<file path="config.mk">
export PLATFORM = sky130hd
export DESIGN_NAME = mem_port_arbiter
export DESIGN_NICKNAME = d
export VERILOG_FILES = /design/src/rtl/mem_port_arbiter_pkg.sv /design/src/rtl/mem_arb_starve.sv /design/src/rtl/mem_port_arbiter.sv
export SDC_FILE = /design/constraint.sdc
export NUM_CORES = 1
export LEC_CHECK = 0
export BUFFER_PORTS_ARGS = -buffer_cell sky130_fd_sc_hd__buf_2
export CAP_MARGIN = 20
export CORE_MARGIN = 4
export CORE_UTILIZATION = 40
export CTS_CLUSTER_DIAMETER = 40
export DETAILED_ROUTE_END_ITERATION = 10
export GPL_TIMING_DRIVEN = 0
export PLACE_DENSITY = 0.82
export SKIP_CTS_REPAIR_TIMING = 1
export SYNTH_ARGS = -nofsm -noshare
export SYNTH_HDL_FRONTEND = slang
export SYNTH_HIERARCHICAL = 1
export SYNTH_SLANG_ARGS = --single-unit
</file>
<file path="constraint.sdc">
create_clock -name clk -period 3.1 [get_ports clk]
set_input_delay 0.62 -clock clk [delete_from_list [all_inputs] [get_ports clk]]
set_output_delay 0.62 -clock clk [all_outputs]
set_load 0.03 [all_outputs]
</file>
<file path="src/rtl/mem_port_arbiter_pkg.sv">
// Shared widths, starvation limit and FSM state type for the unified-memory port arbiter.
package mem_port_arbiter_pkg;

    localparam int unsigned ARB_AW       = 16;
    localparam int unsigned ARB_DW       = 16;
    localparam int unsigned ARB_MAX_WAIT = 3;
    localparam int unsigned ARB_CNT_W    = 4;

    typedef enum logic {
        ARB_NORMAL   = 1'b0,
        ARB_FORCE_IF = 1'b1
    } arb_state_e;

endpackage

</file>
<file path="src/rtl/mem_arb_starve.sv">
// Starvation guard: counts consecutive denied fetch cycles and forces a fetch win at MAX_WAIT.
module mem_arb_starve
    import mem_port_arbiter_pkg::*;
#(
    parameter int unsigned MAX_WAIT = ARB_MAX_WAIT
) (
    input  logic clk_i,
    input  logic rst_i,
    input  logic if_req_i,
    input  logic if_gnt_i,
    output logic force_if_o
);

    localparam logic [ARB_CNT_W-1:0] MaxWait = ARB_CNT_W'(MAX_WAIT);

    arb_state_e           state_q, state_d;
    logic [ARB_CNT_W-1:0] cnt_q, cnt_d;

    always_ff @(posedge clk_i or posedge rst_i) begin
        if (rst_i) begin
            state_q <= ARB_NORMAL;
            cnt_q   <= '0;
        end else begin
            state_q <= state_d;
            cnt_q   <= cnt_d;
        end
    end

    always_comb begin
        state_d = state_q;
        cnt_d   = cnt_q;
        unique case (state_q)
            ARB_NORMAL: begin
                if (if_req_i && !if_gnt_i) begin
                    cnt_d = (cnt_q >= MaxWait) ? MaxWait : cnt_q + ARB_CNT_W'(1);
                    if (cnt_d == MaxWait) state_d = ARB_FORCE_IF;
                end else begin
                    cnt_d = '0;
                end
            end
            ARB_FORCE_IF: begin
                // Leave on the fetch grant, or if fetch gives up before being served.
                if (if_gnt_i || !if_req_i) begin
                    state_d = ARB_NORMAL;
                    cnt_d   = '0;
                end
            end
        endcase
    end

    assign force_if_o = (state_q == ARB_FORCE_IF);

endmodule

</file>
<file path="src/rtl/mem_port_arbiter.sv">
// Arbitrates the single-port memory between fetch (read-only) and data (read/write) ports.
module mem_port_arbiter
    import mem_port_arbiter_pkg::*;
#(
    parameter int unsigned AW       = ARB_AW,
    parameter int unsigned DW       = ARB_DW,
    parameter int unsigned MAX_WAIT = ARB_MAX_WAIT
) (
    input  logic          clk,
    input  logic          rst,
    input  logic          if_req,
    input  logic [AW-1:0] if_addr,
    output logic          if_gnt,
    output logic          if_rvalid,
    output logic [DW-1:0] if_rdata,
    input  logic          d_req,
    input  logic          d_wen,
    input  logic [AW-1:0] d_addr,
    input  logic [DW-1:0] d_wdata,
    output logic          d_gnt,
    output logic          d_rvalid,
    output logic [DW-1:0] d_rdata,
    output logic          mem_wen,
    output logic [AW-1:0] mem_addr,
    output logic [DW-1:0] mem_wdata,
    input  logic [DW-1:0] mem_rdata
);

    logic          force_if;
    logic          if_rvalid_q, d_rvalid_q;
    logic [DW-1:0] if_rdata_q, d_rdata_q;

    mem_arb_starve #(
        .MAX_WAIT (MAX_WAIT)
    ) u_starve (
        .clk_i      (clk),
        .rst_i      (rst),
        .if_req_i   (if_req),
        .if_gnt_i   (if_gnt),
        .force_if_o (force_if)
    );

    // Data wins conflicts unless fetch has starved; grants are masked while in reset.
    always_comb begin
        if_gnt = 1'b0;
        d_gnt  = 1'b0;
        if (!rst) begin
            if (if_req && (!d_req || force_if)) if_gnt = 1'b1;
            else if (d_req)                     d_gnt  = 1'b1;
        end
    end

    always_comb begin
        mem_wen   = d_gnt & d_wen;
        mem_addr  = '0;
        mem_wdata = '0;
        if (if_gnt)     mem_addr = if_addr;
        else if (d_gnt) mem_addr = d_addr;
        if (if_gnt || d_gnt) mem_wdata = d_wdata;
    end

    always_ff @(posedge clk or posedge rst) begin
        if (rst) begin
            if_rvalid_q <= 1'b0;
            d_rvalid_q  <= 1'b0;
            if_rdata_q  <= '0;
            d_rdata_q   <= '0;
        end else begin
            if_rvalid_q <= if_gnt;
            d_rvalid_q  <= d_gnt & ~d_wen;
            if (if_gnt)           if_rdata_q <= mem_rdata;
            if (d_gnt && !d_wen)  d_rdata_q  <= mem_rdata;
        end
    end

    assign if_rvalid = if_rvalid_q;
    assign if_rdata  = if_rdata_q;
    assign d_rvalid  = d_rvalid_q;
    assign d_rdata   = d_rdata_q;

endmodule

</file>
# Word level (Yosys, flattened, before mapping)
# Index checks and enable logic that the tools add are counted.
[totals]
register_bits = 39
latchBits = 0
ram_bits = 0
mem_bits_ro = 0
input_bits = 69
output_inout_bits = 69
wordCells = 40
mem_count = 0
[op_classes]
add_sub_neg = 1
n_mul = 0
div_mod_pow = 0
order_cmp = 1
eq_ne = 2
shift = 0
mux = 16
n_bitwise = 4
n_reduce_logical = 10
[ops]
columns = ["operator", "count"]
rows = [
  ["$mux 16", 3],
  ["$mux 4", 3],
  ["$mux 1", 8],
  ["$pmux 4 s2", 1],
  ["$add 4x1->4 const B", 1],
  ["$eq 4x2->1 const B", 1],
  ["$ge 4x2->1 const B", 1],
  ["$logic_not 1->1", 4],
  ["$logic_and 1x1->1", 3],
  ["$logic_or 1x1->1", 3],
  ["$and 1x1->1", 2],
  ["$ne 2x2->1 const B", 1],
  ["$not 1->1", 2],
  ["$pmux 1 s2", 1],
]

# Longest topological paths before layout
[logic_depth]
depth_word = 9
depth_mapped = 6
mapped_depth_nobuf = 4

# Hierarchy
# The synthesis kept the hierarchy.
[modules_own_cells]
columns = ["mod", "n_inst", "cells_per_inst", "area_per_inst_um2", "seq_area_each_um2"]
rows = [
  ["mem_port_arbiter", 1, 113, 1599.0, 850.8],
  ["mem_arb_starve", 1, 19, 231.5, 125.1],
]

# Worst setup path before layout
# No wires, ideal clock.
[synth_timing]
path_type = "input port to output port"
from = "in rst"
to = "out mem_addr[10]"
arrival_ns = 2.479
required_ns = 2.480
slack_ns = 0.001
cell_stages = 5
n_path_buf = 2
cell_sequence = "inv_1 -> o211a_1 -> clkbuf_1 -> buf_2 -> a22o_1"
[synth_between]
elab_cells_between_ends = 4
cone_classes = "mux: 4"
[synth_lines]
columns = ["item", "line_no", "text"]
rows = [
  ["start, declared", "mem_port_arbiter.sv:10", "input logic rst,"],
  ["$mux 1", "mem_port_arbiter.sv:47", "if (!rst) begin"],
  ["via if_gnt", "mem_port_arbiter.sv:13", "output logic if_gnt,"],
  ["$mux 16", "mem_port_arbiter.sv:57", "if (if_gnt) mem_addr = if_addr;"],
  ["end, declared", "mem_port_arbiter.sv:24", "output logic [AW-1:0] mem_addr,"],
]
# The timed path passes the listed nets, and every way through them passes these cells.

# Worst setup path after layout
[layout_timing]
from = "reg u_starve.state_q, in the netlist u_starve/force_if_o"
to = "out mem_addr[9]"
[layout_between]
elab_chain_len = 6
elab_cells_between_ends = 8
cone_classes = "mux: 6; reduce/logical: 2"
[layout_rtl]
columns = ["item", "line_no", "text"]
rows = [
  ["start, declared", "mem_arb_starve.sv:16", "arb_state_e state_q, state_d;"],
  ["start signal, assigned", "mem_arb_starve.sv:24", "state_q <= state_d;"],
  ["$logic_or 1x1->1 (*)", "mem_port_arbiter.sv:48", "if (if_req && (!d_req || force_if)) if_gnt = 1'b1;"],
  ["$logic_and 1x1->1 (*)", "mem_port_arbiter.sv:48", ""],
  ["$mux 1", "mem_port_arbiter.sv:48", ""],
  ["$mux 1", "mem_port_arbiter.sv:47", ""],
  ["$mux 16", "mem_port_arbiter.sv:58", "else if (d_gnt) mem_addr = d_addr;"],
  ["$mux 16 (*)", "mem_port_arbiter.sv:57", ""],
]
# Mark *: on every way between the ends. The rest lies on a longest branch, timed or not.

==> run metrics <==
CP peak stage delay=about 0.6 ns; clock slew at reported path FFs=0.07 ns; vias=1595; # rows=24; Worst-Margin Slew=~0.72 ns; setup TNS=0 ns; cell taking the most area after synthesis=dfrtp_1; Mapped Cells=132; Die Height=about 76 um; CTS sink cnt=39; Crit. End Element=output port; Die X=75.7 um; status=completed; top post-synthesis cells by area=dfrtp_1 (53%), mux2_2 (14%), a22o_1 (7.7%); crit start category=flop; top post-synthesis cells by count=dfrtp_1 (39), mux2_2 (23), and2_1 (17); initial antenna violation count=0; Detailed Place HPWL=4200 um; fillers=355; Hold Path Class=primary input to async pin; later-pin clock latency in the skew report=0.29 ns; final wirelength=between 5000 and 6000 um; nets=348; GRT Total Usage=around 17%; Crit Path Class=flop to output port; Mapped Nets=202; Cell Chain, Critical Path=a211oi_2, buf_2, a22o_1, buf_2; Worst Path Required=about 2.5 ns; worst-path maximum fanout=10; Slew headroom=52.2%; number of global-route vias before repair=1574; Tot Pwr=2.04 mW; die area=5720 um2; setup violators final=0; Async SR Flop Fraction=100%; Syn. warnings=6; final worst path period need=2.72 ns; share of layout cells above drive strength 1=68.5%; Syn Std Cell Area=1830 um2; port bufs=137; H-tree depth=2; Power Dens Cells=751 nW/um2; Top FF cell, synth=dfrtp_1; placed cell area=2610 um2; fin crit share=87.9%; RSZ-0062 raised after global routing=no; Seq/Total Area, Yosys=a little over half; I/O pin cnt=about 140; Netlist cell types=22; Area Growth Syn to Fin=48.5%; RD Place Congestion=between 0.7 and 0.8; Max-Cap Viols=0; core area=roughly 4400 um2; Root Driver=clkbuf_8; first-pass GRT wire length=between 7000 and 8000 um; Post-synth EDFFs=0; ANT nets after route=0; top-count cell post-synth=dfrtp_1; drt pass-1 iters=4; maximum clock path buffer count=2; CP arrival=between 2 and 2.5 ns; CP max-delay cell=a211oi_2; final instance area=2720 um2; clk_skew=between 0.005 and 0.006 ns; DR DRC count=0; Slew Limit Fails=0; Starting Density=41.8%; # diodes=0; pin count of the biggest net entering global routing=19; worst vdd ir=0.539 mV; synthesized area per cell=13.9 um2; Synth top area share=53.3%; GRT overflow=0; CTS tree=yes; routed vias/inst=between 4 and 5; initial DRC count=51; Most common cell on crit path=buf_2; total CTS buffers=5; routed len/inst=15.4 um; fmax=between 0.3 and 0.4 GHz; #FFs+latches synth=39; final hold violation count=0; leakage=1.48 nW
## metrics by stage
stage	setup slack (ns)	util (%)	hold slack (ns)	std cells
2_1_floorplan	0.000778	-	0.399	132
3_3_place_gp	-0.568	58.9	0.486	321
3_5_place_dp	-0.175	59.5	0.490	322
4_1_cts	-0.178	61.8	0.285	330
5_1_grt	0.257	62.0	0.318	331
6_report	0.375	62.0	0.298	331
## cell type report
cell class | count | area (um2) | share of cell area [%]
buffer | 7 | 42.5 | 1.56
clock buffer | 6 | 82.6 | 3.04
clock inverter | 2 | 16.3 | 0.598
inverter | 5 | 22.5 | 0.828
multi-input combinational | 81 | 793 | 29.2
sequential | 39 | 976 | 35.9
tap | 52 | 65.1 | 2.39
timing repair buffer | 139 | 721 | 26.5
## sequential cells by signal, summed over array words and instances (netlist names)
name,flops
u_starve/force_if_o,1
if_rvalid,1
if_rdata,16
d_rvalid,1
u_starve/cnt_q,4
d_rdata,16
## report_power, final
| group | total [mW] | switching (mW) | internal [mW] |
|---|---|---|---|
| clock network | 0.365 | 0.184 | 0.182 |
| registers | 0.760 | 0.0957 | 0.664 |
| logic | 0.917 | 0.572 | 0.346 |
## placed cells by master, fill, tap and decap left out, drive strengths merged
cell,count
clkbuf,8
ha,1
a211oi,2
a221oi,1
clkinvlp,2
a2111oi,1
o211a,1
inv,4
a22o,16
and2,17
mux2,32
nor4,1
nor2b,2
and3,2
clkinv,1
dfrtp,39
buf,144
nor2,2
a21oi,1
nand2b,2
## worst max-delay path: cells and delay by family, from the launching register on
| family | cells | cell delay (ns) |
|---|---|---|
| compound gates | 2 | 0.79 |
| buf+inv | 2 | 0.52 |
| flops | 1 | 0.51 |
## metal layers
layer / wire, um / track usage (%) / vias up
met1: 1840 / 20.3 / 746
met2: 2660 / 31.8 / 78
met3: 517 / 2.51 / 7
met4: 80 / 6.99 / 0
li1: - / - / 764
met5: 0 / 0 / -
## path summary, 6_finish.rpt
path                       cells past startpoint  slack (ns)                 from                 to
setup / recovery                               4        0.38  u_starve/force_if_o        mem_addr[9]
hold / removal                                 2        0.30                  rst  u_starve/cnt_q[3]
setup reg to reg                               3        1.16  u_starve/force_if_o         d_rdata[2]
hold reg to reg                                1        0.51          if_rdata[8]        if_rdata[8]
max in group asynchronous                      4        2.29                  rst        if_rdata[3]
min in group clk                               1        0.51          if_rdata[8]        if_rdata[8]
## logic make-up after synthesis
group                    count (synthesis)  share of synthesized area, %
flip-flops                              39                          53.3
AND/OR/NAND/NOR                         26                          9.57
adder cells (fa/ha/maj)                  1                         0.683
AO/OA/AOI/OAI                           22                          11.6
multiplexers                            32                          21.5
buffers and inverters                   12                          3.35
(Power assumes the default switching activity.)
